===== src/rtl/spi_slave.sv =====
// SPI mode-0 responder, MSB first. Pins are oversampled in the clk domain; the CPU side
// sees a one-byte TX holding register and a one-byte RX buffer with an overrun flag.
module spi_slave #(
  parameter logic [7:0] FILL_BYTE   = 8'hFF,
  parameter int         SYNC_STAGES = 2
) (
  input  logic       clk,
  input  logic       rst_n,
  input  logic       sclk,
  input  logic       mosi,
  input  logic       ssn,
  output logic       miso,
  output logic       miso_oe,
  input  logic [7:0] tx_data,
  input  logic       tx_load,
  output logic       tx_ready,
  output logic [7:0] rx_data,
  output logic       rx_valid,
  input  logic       rx_ack,
  output logic       overrun,
  output logic       busy
);

  typedef enum logic {IDLE, SHIFT} state_t;

  state_t                 state;
  logic [SYNC_STAGES-1:0] sclk_sr, mosi_sr, ssn_sr;
  logic                   sclk_q, ssn_q;
  logic                   sclk_s, mosi_s, ssn_s;
  logic                   sclk_rise, sclk_fall, ssn_fall, ssn_rise;
  logic                   in_shift, byte_done, bound_fall, reload;
  logic [2:0]             bit_cnt;
  logic [7:0]             shift_in, shift_out, tx_buf;
  logic [7:0]             reload_val, shift_nxt;

  always_ff @(posedge clk or negedge rst_n) begin
    if (!rst_n) begin
      sclk_sr <= '0;
      mosi_sr <= '0;
      ssn_sr  <= '1;
      sclk_q  <= 1'b0;
      ssn_q   <= 1'b1;
    end else begin
      sclk_sr <= {sclk_sr[SYNC_STAGES-2:0], sclk};
      mosi_sr <= {mosi_sr[SYNC_STAGES-2:0], mosi};
      ssn_sr  <= {ssn_sr[SYNC_STAGES-2:0], ssn};
      sclk_q  <= sclk_s;
      ssn_q   <= ssn_s;
    end
  end

  assign sclk_s    = sclk_sr[SYNC_STAGES-1];
  assign mosi_s    = mosi_sr[SYNC_STAGES-1];
  assign ssn_s     = ssn_sr[SYNC_STAGES-1];
  assign sclk_rise =  sclk_s & ~sclk_q;
  assign sclk_fall = ~sclk_s &  sclk_q;
  assign ssn_fall  = ~ssn_s  &  ssn_q;
  assign ssn_rise  =  ssn_s  & ~ssn_q;

  // Deselect wins over any sclk edge seen in the same cycle.
  assign in_shift   = (state == SHIFT) && !ssn_rise;
  assign byte_done  = in_shift && sclk_rise && (bit_cnt == 3'd7);
  assign bound_fall = in_shift && sclk_fall && (bit_cnt == 3'd0);
  assign reload     = ((state == IDLE) && ssn_fall) || bound_fall;
  assign reload_val = tx_ready ? FILL_BYTE : tx_buf;
  assign shift_nxt  = (bit_cnt == 3'd0) ? reload_val : {shift_out[6:0], 1'b0};
  assign busy       = (state == SHIFT) && (bit_cnt != 3'd0);

  always_ff @(posedge clk or negedge rst_n) begin
    if (!rst_n) begin
      state     <= IDLE;
      bit_cnt   <= 3'd0;
      shift_in  <= 8'h00;
      shift_out <= FILL_BYTE;
      tx_buf    <= 8'h00;
      tx_ready  <= 1'b1;
      rx_data   <= 8'h00;
      rx_valid  <= 1'b0;
      overrun   <= 1'b0;
      miso      <= 1'b0;
      miso_oe   <= 1'b0;
    end else begin
      // A load in the same cycle as a reload stays pending: the reload used the old byte.
      if (tx_load) begin
        tx_buf   <= tx_data;
        tx_ready <= 1'b0;
      end else if (reload) begin
        tx_ready <= 1'b1;
      end

      if (rx_ack) begin
        rx_valid <= 1'b0;
        overrun  <= 1'b0;
      end
      if (byte_done) begin
        rx_data  <= {shift_in[6:0], mosi_s};
        rx_valid <= 1'b1;
        if (rx_valid && !rx_ack) overrun <= 1'b1;
      end

      case (state)
        IDLE: begin
          miso    <= 1'b0;
          miso_oe <= 1'b0;
          if (ssn_fall) begin
            state     <= SHIFT;
            bit_cnt   <= 3'd0;
            shift_out <= reload_val;
            miso      <= reload_val[7];
            miso_oe   <= 1'b1;
          end
        end
        SHIFT: begin
          if (ssn_rise) begin
            state   <= IDLE;
            bit_cnt <= 3'd0;
            miso    <= 1'b0;
            miso_oe <= 1'b0;
          end else begin
            if (sclk_rise) begin
              shift_in <= {shift_in[6:0], mosi_s};
              bit_cnt  <= bit_cnt + 3'd1;
            end
            // miso moves with shift_out so the next MSB is on the pin well before the rise.
            if (sclk_fall) begin
              shift_out <= shift_nxt;
              miso      <= shift_nxt[7];
            end
          end
        end
        default: state <= IDLE;
      endcase
    end
  end

endmodule


===== config.mk =====
export PLATFORM = sky130hd
export DESIGN_NAME = spi_slave
export DESIGN_NICKNAME = d
export VERILOG_FILES = /design/src/rtl/spi_slave.sv
export SDC_FILE = /design/constraint.sdc
export NUM_CORES = 1
export LEC_CHECK = 0
export CORE_AREA = 2 2 75 77
export CTS_BUF_LIST = sky130_fd_sc_hd__clkbuf_4
export DETAILED_ROUTE_END_ITERATION = 12
export DIE_AREA = 0 0 77 79
export PLACE_DENSITY = 0.63
export SLEW_MARGIN = 20
export SYNTH_ARGS = -nofsm -noshare
export SYNTH_HDL_FRONTEND = slang
export SYNTH_SLANG_ARGS = --single-unit

===== constraint.sdc =====
create_clock -name clk -period 2.1 [get_ports clk]
set_input_delay 0.315 -clock clk [delete_from_list [all_inputs] [get_ports clk]]
set_output_delay 0.315 -clock clk [all_outputs]
set_load 0.01 [all_outputs]

Yosys cells after proc, flatten, opt, wreduce, memory -nomap -nowiden
Cells that the tools add are included.

word-level totals
  output and inout port bits = 14
  word-level logic and storage cells = 78
  bits in latches = 0
  memory bits (writable) = 0
  ROM bits = 0
  memories kept = 0
  register bits after elaboration = 47
  bits of input ports = 15

cells by class
  multiply operators = 0
  eq/ne operators = 7
  order comparisons = 0
  div/mod/pow operators = 0
  shift-type cells = 0
  mux-type cells = 26
  add/subtract/negate cells = 1
  bitwise logic cells = 10
  reduce and logical (&&, ||, !) cells = 18

operators with widths
  operator               count
  $mux W7                3
  $mux W8                2
  $pmux W7 S2            1
  $mux W1                13
  $mux W3                3
  $logic_and A1 B1 Y1    8
  $ne A3 B1 Y1 const B   2
  $not A1 Y1             6
  $pmux W1 S2            3
  $pmux W3 S2            1
  $reduce_and A3 Y1      2
  $and A1 B1 Y1          4
  $ne A2 B1 Y1 const B   2
  $ne A2 B2 Y1 const B   2
  $reduce_bool A2 Y1     2
  $add A3 B1 Y3 const B  1
  $eq A3 B3 Y1 const B   1
  $logic_not A3 Y1       1
  $reduce_bool A3 Y1     1
  $logic_not A1 Y1       2
  $reduce_and A2 Y1      1
  $logic_or A1 B1 Y1     1

Logic depth before layout (Yosys ltp)
Gate-level depths: netlist of run 1.

  depth after elaboration = 9
  depth in mapped cells = 6
  mapped depth without buffers = 5

Least setup slack after synthesis of run 1
No wires, ideal clock.

  kind = register to register
  start point = reg ssn_q
  end point = reg shift_in[0]
  arrival = 1377 ps
  period minus slack after synthesis = 1502 ps
  stages on the path, launching flop included = 6
  setup time = 125 ps
  setup slack = 598 ps
  data required time = 1975 ps
  cells stage by stage = dfstp_2 nand2b_1 buf_6 and3_4 buf_6 mux2_4

between the ends
  word-level cells in the longest chain between the ends = 4

ends and longest elaborated chain
  element                             line  text
  from (decl)                         28    logic sclk_q, ssn_q;
  from (signal assigned)              48    ssn_q <= ssn_s;
  $not A1 Y1                          58    assign ssn_rise = ssn_s & ~ssn_q;
  $and A1 B1 Y1                       58
  $not A1 Y1 (no source line)         -
  $reduce_and A3 Y1 (no source line)  -
  to (signal assigned)                121   shift_in <= {shift_in[6:0], mosi_s};
  to (decl)                           33    logic [7:0] shift_in, shift_out, tx_buf;

No other way between the ends.
A chain may end at the register's enable or synchronous reset.

Worst setup path after layout of run 1
  start point = reg bit_cnt[0]
  end point = out busy

between the ends
  word-level cells in the longest chain between the ends = 2

ends and longest elaborated chain
  element                 line  text
  from (decl)             32    logic [2:0] bit_cnt;
  from (signal assigned)  122   bit_cnt <= bit_cnt + 3'd1;
  $reduce_bool A3 Y1      67    assign busy = (state == SHIFT) && (bit_cnt != 3'd0);
  $logic_and A1 B1 Y1     67
  to (decl)               21    output logic busy

No other way between the ends.

==> reports/metrics.csv, run 1 <==
metric;value;unit
fin_util;0.463;
crit_required;1.78;ns
finalCritPeriodShare;0.903;
die_w;77;µm
outcome;completed;
place_inst;243;
timing.rr.start;bit_cnt[0];
async_reset_ff_frac;1.00;
vias;1312;
worst_slack;0.203;ns
synth_mux_area_frac;0.144;
grt_max_degree;26;
hp-class;flop to flop;
routed_wirelength;3.78;mm
setup_viol;0;
synth_adder_area_share;0.0182;
cap_violations;0;
track_usage;0.136;
cts-root-buf;clkbuf_4;
yosys.area.top_type;dfrtp_1;
swShare;0.278;
cts_tree;done;
synth_edf_count;0;
clkSlewWorstSetupHoldPaths;0.12;ns
worstMarginPinSlew;0.546;ns
critPathArrivalTime;1.58;ns
min_to;mosi_sr[1];
clock_latency;0.35;ns
pin_count;29;
synth_top_family_by_area;multiplexers;
holdPathStages;0;
worstHoldStart;mosi_sr[0];
rsz0062_at_grt;false;
grt_pass1_wl;6.55;mm
fmax;0.527;GHz
yosysWarnings;0;
clockBufferDepth;2;
power.share.clock;0.195;
fill_cells;518;
post_route_cells_drive_above_1_share;0.275;
grt_overflow;0;
synthesis.area;2060;µm²
leakage;1.05;nW
numCtsBuffers;5;
synth.avg_cell_area;13.8;µm²
crit_fanout;4;
preCtsSetupSlack;0.310;ns
fin_skew;0.00606;ns
place_congestion;0.782;
antenna_left;0;
ys_seq_elements;47;
synth_xor_area_frac;0;
ir_drop;0.000386;V
wire_per_inst;14.9;µm
combPwrFrac;0.213;
first_iter_violations;60;
cellInternalPower;0.00145;W
nNetsFinal;199;
firstDrtPassIters;4;
io_buffers;28;
rr_endpoint;rx_data[1];
power_switching;0.000561;W
cp-end-kind;output port;
maxSlewViolCount;0;
ys_top_cells_by_area;dfrtp_1, dfstp_2, mux2_2;
synth.net_count;167;
cts_sinks;47;
r2r_cells;5;
antennaDiodeCount;0;
rows;27;
synth_simple_gate_area_frac;0.0998;
period_needed;1.90;ns
tns;0;ns
hold_viol_final;0;
ys_seq_area_frac;0.578;
seqPwrFrac;0.592;
core_area;5340;µm²
route.detailed.drc;0;
dieArea;6080;µm²
synth_cell_types;38;
slew_headroom;0.636;
start_kind;flop;
syn_to_final_growth;20.3;%
dpl.hpwl;2.71;mm
yosysTopAreaCellShare;0.438;
vias_per_cell;5.17;
path_class;flop to output port;
htreeDepth;2;
synth_cells;149;
power_density;815;nW/µm²
synth_compound_area_frac;0.118;
first_global_vias;1401;
initial_core_util;0.385;
rrSetupSlack;0.52;ns
die_h;79;µm
synth_flop_cell;dfrtp_1;
antenna_found_initial;0;
instances_no_fill;254;
## metrics by stage
stage,power (W),instance area [µm²],hold slack (ns)
floorplan,0.00148,2060,0.0194
detailed placement,0.00163,2390,0.328
global placement,0.00161,2390,0.322
finish,0.00201,2470,0.368
global route,0.00216,2470,0.325
CTS,0.00204,2470,0.350
## sequential cells by signal, indices dropped and copies added, names as in the netlist, 2 cells and up
name,cells
tx_buf,8
bit_cnt,3
ssn_sr,2
sclk_sr,2
shift_out,7
shift_in,7
mosi_sr,2
rx_data,8
## power by group through the flow
stage          clock network (W)  registers, W  logic (W)
2_1_floorplan                  0       0.00117   0.000307
3_5_place_dp                   0       0.00121   0.000423
6_report                0.000392       0.00119   0.000430
5_1_grt                 0.000464       0.00122   0.000475
4_1_cts                 0.000415       0.00119   0.000435
3_3_place_gp                   0       0.00120   0.000406
## cell families after synthesis
logic type	Yosys count
flip-flops	47
AND/OR/NAND/NOR	31
AO/OA/AOI/OAI	30
multiplexers	24
buffers and inverters	14
adder cells (fa/ha/maj)	3
## repair_timing
action / 4_1_cts / 5_1_grt
buffers inserted: 2 / 0
endpoints found under the setup margin: 1 / 0
hold buffers: 1 / 0
hold endpoints to repair: 14 / 0
gates resized for setup: 2 / 0
## per-layer routing
layer	routed length [µm]	track usage	share of wire
met5	0	0	0
met1	1650	0.160	0.44
met4	0	0.0214	0
met2	1940	0.240	0.51
met3	196	0.0511	0.052
## critical path, cell delays in order (launching register included)
cell and delay, ns:
dfrtp_1 0.41, inv_1 0.08, ha_1 0.18, nor2b_2 0.23
nor2_1 0.05, dlygate4sd2_1 0.29
## cells in the final DEF, fill, tap and decap left out, types with 4 or more instances in the layout
master           Yosys  layout
mux2_4               7       7
a211oi_1             6       6
mux2_1               5       5
o311ai_1             6       6
o31ai_1              6       6
dfstp_2             11      11
nor3_1               6       6
buf_4                0       5
clkdlybuf4s50_1      0      26
clkbuf_4             0       5
mux2_2              12      12
nor2_1               5       5
nand2b_1             4       4
dfrtp_1             36      36
## worst max-delay path by stage
stage                             end  cells past startpoint       start
final                            busy                      5  bit_cnt[0]
after global routing             busy                      5  bit_cnt[0]
after CTS                    tx_ready                      1    tx_ready
after detailed placement         busy                      5  bit_cnt[0]
after global placement           busy                      5  bit_cnt[0]
after floorplan           shift_in[0]                      5       ssn_q
## cells in the mapped netlist, drive strengths merged, types with 3 or more instances
cell    count
dfrtp      36
mux2       24
dfstp      11
buf         7
a211oi      6
nor3        6
o311ai      6
o31ai       6
nor2        5
inv         4
nand2b      4
a21oi       3
clkbuf      3
ha          3
nand2       3
## final cells by class
| type | count | area, µm² | share of cell area |
|---|---|---|---|
| sequential | 47 | 1190 | 0.481 |
| multi-input combinational | 88 | 785 | 0.317 |
| timing repair buffer | 35 | 342 | 0.138 |
| tap | 72 | 90.1 | 0.0364 |
| clock buffer | 5 | 37.5 | 0.0152 |
| clock inverter | 3 | 15.0 | 0.00607 |
| inverter | 4 | 15.0 | 0.00607 |
(Power assumes the default switching activity.)
==> inputs of run 2 (changes only) <==
Settings changed: CORE_AREA 2 2 75 77 to 2 2 65 67, DIE_AREA 0 0 77 79 to 0 0 67 69, PLACE_DENSITY 0.63 to 0.8.
Clock period 2.1 ns to 2.28 ns, I/O delays scaled along.
==> run 2 against run 1 <==
Net effect:
- the flow now finishes with violations (hold timing)
- sequential cell count is the same
- clock skew increased by 0.0015 ns
- die area is 24% lower
- clock-buffer cell count increased by 1
- register-to-register slack better by 0.04 ns
- non-clock buffer count fell by 3
- final area fell by 2.5%
- routed wire length down 0.37%
- critical path depth stayed put
- global-route usage rose by 5.3 points
- clock power increased by 2%
- total power fell by 6.5%
- largest power group unchanged
==> reports/metrics.csv, run 2 (synthesis gave the netlist of run 1 again) <==
metric;value;unit
firstDrtPassIters;4;
grt_pass1_wl;6.56;mm
dpl.hpwl;2.75;mm
cts-root-buf;clkbuf_4;
initial_core_util;0.526;
grt_overflow;0;
clockBufferDepth;2;
first_iter_violations;70;
grt_use_met1;0.251;
post_route_cells_drive_above_1_share;0.268;
timing.rr.start;ssn_q;
cts_tree;done;
core_area;3910;µm²
rsz0062_at_grt;false;
numCtsBuffers;5;
hp-class;primary input to asynchronous set/reset pin;
track_usage;0.189;
top_regs;rx_data x8, tx_buf x8;
die_w;67;µm
finalCritPeriodShare;0.946;
vias_per_cell;5.68;
cp-end-kind;output port;
antenna_left;0;
io_buffers;28;
hold_ws;-0.0137;ns
vias;1300;
fill_cells;307;
maxSlewViolCount;0;
clkSlewWorstSetupHoldPaths;0.13;ns
critPathArrivalTime;1.81;ns
worstMarginPinSlew;0.647;ns
grt_most_used_layer;met2;
period_needed;2.16;ns
rrSetupSlack;0.56;ns
hold_buffers;0;
first_global_vias;1318;
cap_violations;0;
outcome;finished, violations left;
rows;23;
antennaDiodeCount;0;
met3_usage;0.0620;
slew_headroom;0.569;
dieArea;4620;µm²
rr_endpoint;shift_in[1];
grt_max_degree;32;
wire_per_inst;16.5;µm
die_h;69;µm
syn_to_final_growth;17.3;%
htreeDepth;2;
path_class;flop to output port;
antenna_found_initial;0;
start_kind;flop;
crit_fanout;3;
cts_resized;0;
tns;0;ns
pin_count;29;
use_met2;0.285;
final_common_cell;dfrtp_1;
hold_viol_final;25;
worst_slack;0.123;ns
ir_drop;0.000405;V
most-common-layout-cells;dfrtp_1, clkdlybuf4s50_1, mux2_2;
leakage;1.03;nW
power_density;781;nW/µm²
setup_viol;0;
regArea;1190;µm²
r2r_cells;3;
routed_wirelength;3.77;mm
place_congestion;0.742;
cts_setup_buffers;0;
violations;hold timing;
cts_sinks;47;
route.detailed.drc;0;
nNetsFinal;196;
preCtsSetupSlack;0.515;ns
multiInputGateArea;782;µm²
fmax;0.464;GHz
clock_latency;0.36;ns
fin_skew;0.00757;ns
crit_required;1.94;ns
## run 2: critical path, stage by stage, from the launching register on
cell and delay [ns]:
dfrtp_1 0.41, inv_1 0.07, ha_1 0.21, nor2b_1 0.14, nor2_1 0.08, clkdlybuf4s50_1 0.54
## run 2: layer usage
metal | share of wire | vias up
met2 | 0.49 | 24
met3 | 0.041 | 5
met4 | 0.013 | 0
li1 | - | 607
met1 | 0.46 | 664
met5 | 0 | -
## run 2: final cells by class
cell class	instances	share of cell area
multi-input combinational	88	0.324
inverter	4	0.00622
clock buffer	6	0.0187
clock inverter	2	0.00519
timing repair buffer	32	0.127
tap	50	0.0259
sequential	47	0.493
## run 2: worst max path at each step
stage                     cells after the start           to  slack (ns)        from
after floorplan                               5  shift_in[0]        0.78       ssn_q
after global placement                        5         busy        0.55  bit_cnt[0]
after detailed placement                      5         busy        0.52  bit_cnt[0]
after CTS                                     5         busy        0.10  bit_cnt[0]
after global routing                          5         busy        0.01  bit_cnt[0]
final                                         5         busy        0.12  bit_cnt[0]
## run 2: metrics by stage
stage / hold slack (ns) / cell area (µm²) / std cells / total power (W) / util
finish: -0.0137 / 2410 / 229 / 0.00188 / 0.616
detailed placement: 0.337 / 2350 / 221 / 0.00150 / 0.602
CTS: 0.00484 / 2410 / 229 / 0.00189 / 0.616
global route: 0.0122 / 2410 / 229 / 0.00199 / 0.616
global placement: 0.334 / 2350 / 221 / 0.00147 / 0.602
floorplan: 0.0464 / 2060 / 149 / 0.00136 / -
## run 2: report_power, final
group	internal, W	switching, W
clock	0.000132	0.000266
combinational	0.000217	0.000170
sequential	0.00100	0.0000981
total	0.00135	0.000535
==> inputs of run 3 (changes only) <==
Settings changed: CORE_AREA 2 2 65 67 to 2 2 90 49, DIE_AREA 0 0 67 69 to 0 0 92 51, PLACE_DENSITY 0.8 to 0.81, SLEW_MARGIN 20 to unset.
==> run 3 against run 2 <==
Net effect:
- the flow now finishes without violations
- sequential share of layout area shrank 0.53 points
- final area rose by 1.1%
- clock power increased by 2%
- largest power group unchanged
==> reports/metrics.csv, run 3 (synthesis gave the netlist of run 1 again) <==
metric;value;unit
outcome;completed;
min_to;ssn_sr[1];
die_w;92;µm
dieArea;4690;µm²
antennaDiodeCount;0;
cts-root-buf;clkbuf_4;
ir_drop;0.000423;V
vias;1327;
worstMarginPinSlew;0.591;ns
most-common-layout-cells;dfrtp_1, clkdlybuf4s50_1, mux2_2;
power_density;779;nW/µm²
initial_core_util;0.509;
dpl.hpwl;2.95;mm
rrSetupSlack;0.56;ns
tns;0;ns
critPathArrivalTime;1.80;ns
path_class;flop to output port;
maxSlewViolCount;0;
r2r_cells;3;
first_global_vias;1372;
grt_max_degree;26;
pin_count;29;
timing.rr.start;ssn_q;
post_route_cells_drive_above_1_share;0.268;
syn_to_final_growth;18.6;%
track_usage;0.195;
cts_sinks;47;
rows;17;
routed_wirelength;4.03;mm
grt_overflow;0;
fmax;0.466;GHz
antenna_found_initial;0;
vias_per_cell;5.62;
antenna_left;0;
rsz0062_at_grt;false;
clock_latency;0.36;ns
finalCritPeriodShare;0.942;
start_kind;flop;
crit_required;1.94;ns
cts_tree;done;
nNetsFinal;196;
fin_skew;0.0139;ns
holdPathStages;0;
die_h;51;µm
rr_endpoint;shift_in[4];
crit_fanout;3;
core_area;4040;µm²
clkSlewWorstSetupHoldPaths;0.13;ns
hp-class;flop to flop;
final_common_cell;dfrtp_1;
worstHoldStart;ssn_sr[0];
first_iter_violations;140;
slew_headroom;0.606;
wire_per_inst;17.1;µm
io_buffers;28;
top_regs;rx_data x8, tx_buf x8;
firstDrtPassIters;4;
use_met2;0.319;
numCtsBuffers;5;
grt_pass1_wl;6.87;mm
design_area;2440;µm²
leakage;1.04;nW
fill_cells;310;
period_needed;2.15;ns
met3_usage;0.0664;
cts_setup_buffers;0;
cap_violations;0;
dpl-instance-area;2370;µm²
clockBufferDepth;2;
cp-end-kind;output port;
grt_use_met1;0.249;
htreeDepth;2;
setup_viol;0;
route.detailed.drc;0;
place_congestion;0.903;
hold_viol_final;0;
grt_most_used_layer;met2;
[run 3: cell types whose count changed in the layout (fill, tap and decap cells not counted), sizes merged]
| cell | previous run | this run |
|---|---|---|
| clkinv | 2 | 0 |
| buf | 5 | 4 |
| clkbuf | 6 | 8 |
| dlygate4sd3 | 0 | 1 |
[run 3: area by class of cell]
type / instances / area (µm²) / area share
Sequential cell: 47 / 1190 / 0.488
Multi-Input combinational cell: 88 / 782 / 0.321
Timing Repair Buffer: 32 / 320 / 0.131
Tap cell: 57 / 71.3 / 0.0292
Clock buffer: 8 / 60.1 / 0.0246
Inverter: 4 / 15.0 / 0.00616
[run 3: worst max-delay path by stage]
stage / from / slack (ns) / to / depth (start not counted)
final: bit_cnt[0] / 0.13 / busy / 5
after global routing: bit_cnt[0] / 0.05 / busy / 5
after CTS: bit_cnt[0] / 0.13 / busy / 5
after detailed placement: bit_cnt[0] / 0.53 / busy / 5
after global placement: bit_cnt[0] / 0.56 / busy / 5
after floorplan: ssn_q / 0.78 / shift_in[0] / 5
[run 3: metal layers]
layer	vias to the layer above	part of all wire	wire (µm)
met2	39	0.49	1970
met4	0	0.014	55
met3	9	0.070	282
li1	613	-	-
met5	-	0	0
met1	666	0.43	1730
[run 3: report_power, final]
group	internal [W]	switching, W
Combinational	0.000219	0.000178
Sequential	0.000999	0.0000967
Clock	0.000159	0.000248
[run 3: critical path, cell delays in order, from the launching register on]
cell,delay (ns)
dfrtp_1,0.40
inv_1,0.06
ha_1,0.22
nor2b_1,0.16
nor2_1,0.08
clkdlybuf4s50_1,0.53
[run 3: per-stage QoR]
stage	power (W)	hold slack (ns)	instances	utilization	setup WS, ns
floorplan	0.00136	0.0464	149	-	0.778
global placement	0.00148	0.334	227	0.586	0.556
detailed placement	0.00151	0.337	227	0.586	0.530
CTS	0.00191	0.366	236	0.603	0.126
global route	0.00201	0.369	236	0.603	0.0468
finish	0.00190	0.355	236	0.603	0.133
[run 3: what timing repair did]
| item | 4_1_cts | 5_1_grt |
|---|---|---|
| hold buffers | 1 | 0 |
| resized for setup | 0 | 0 |
| endpoints found under the hold margin | 16 | 0 |
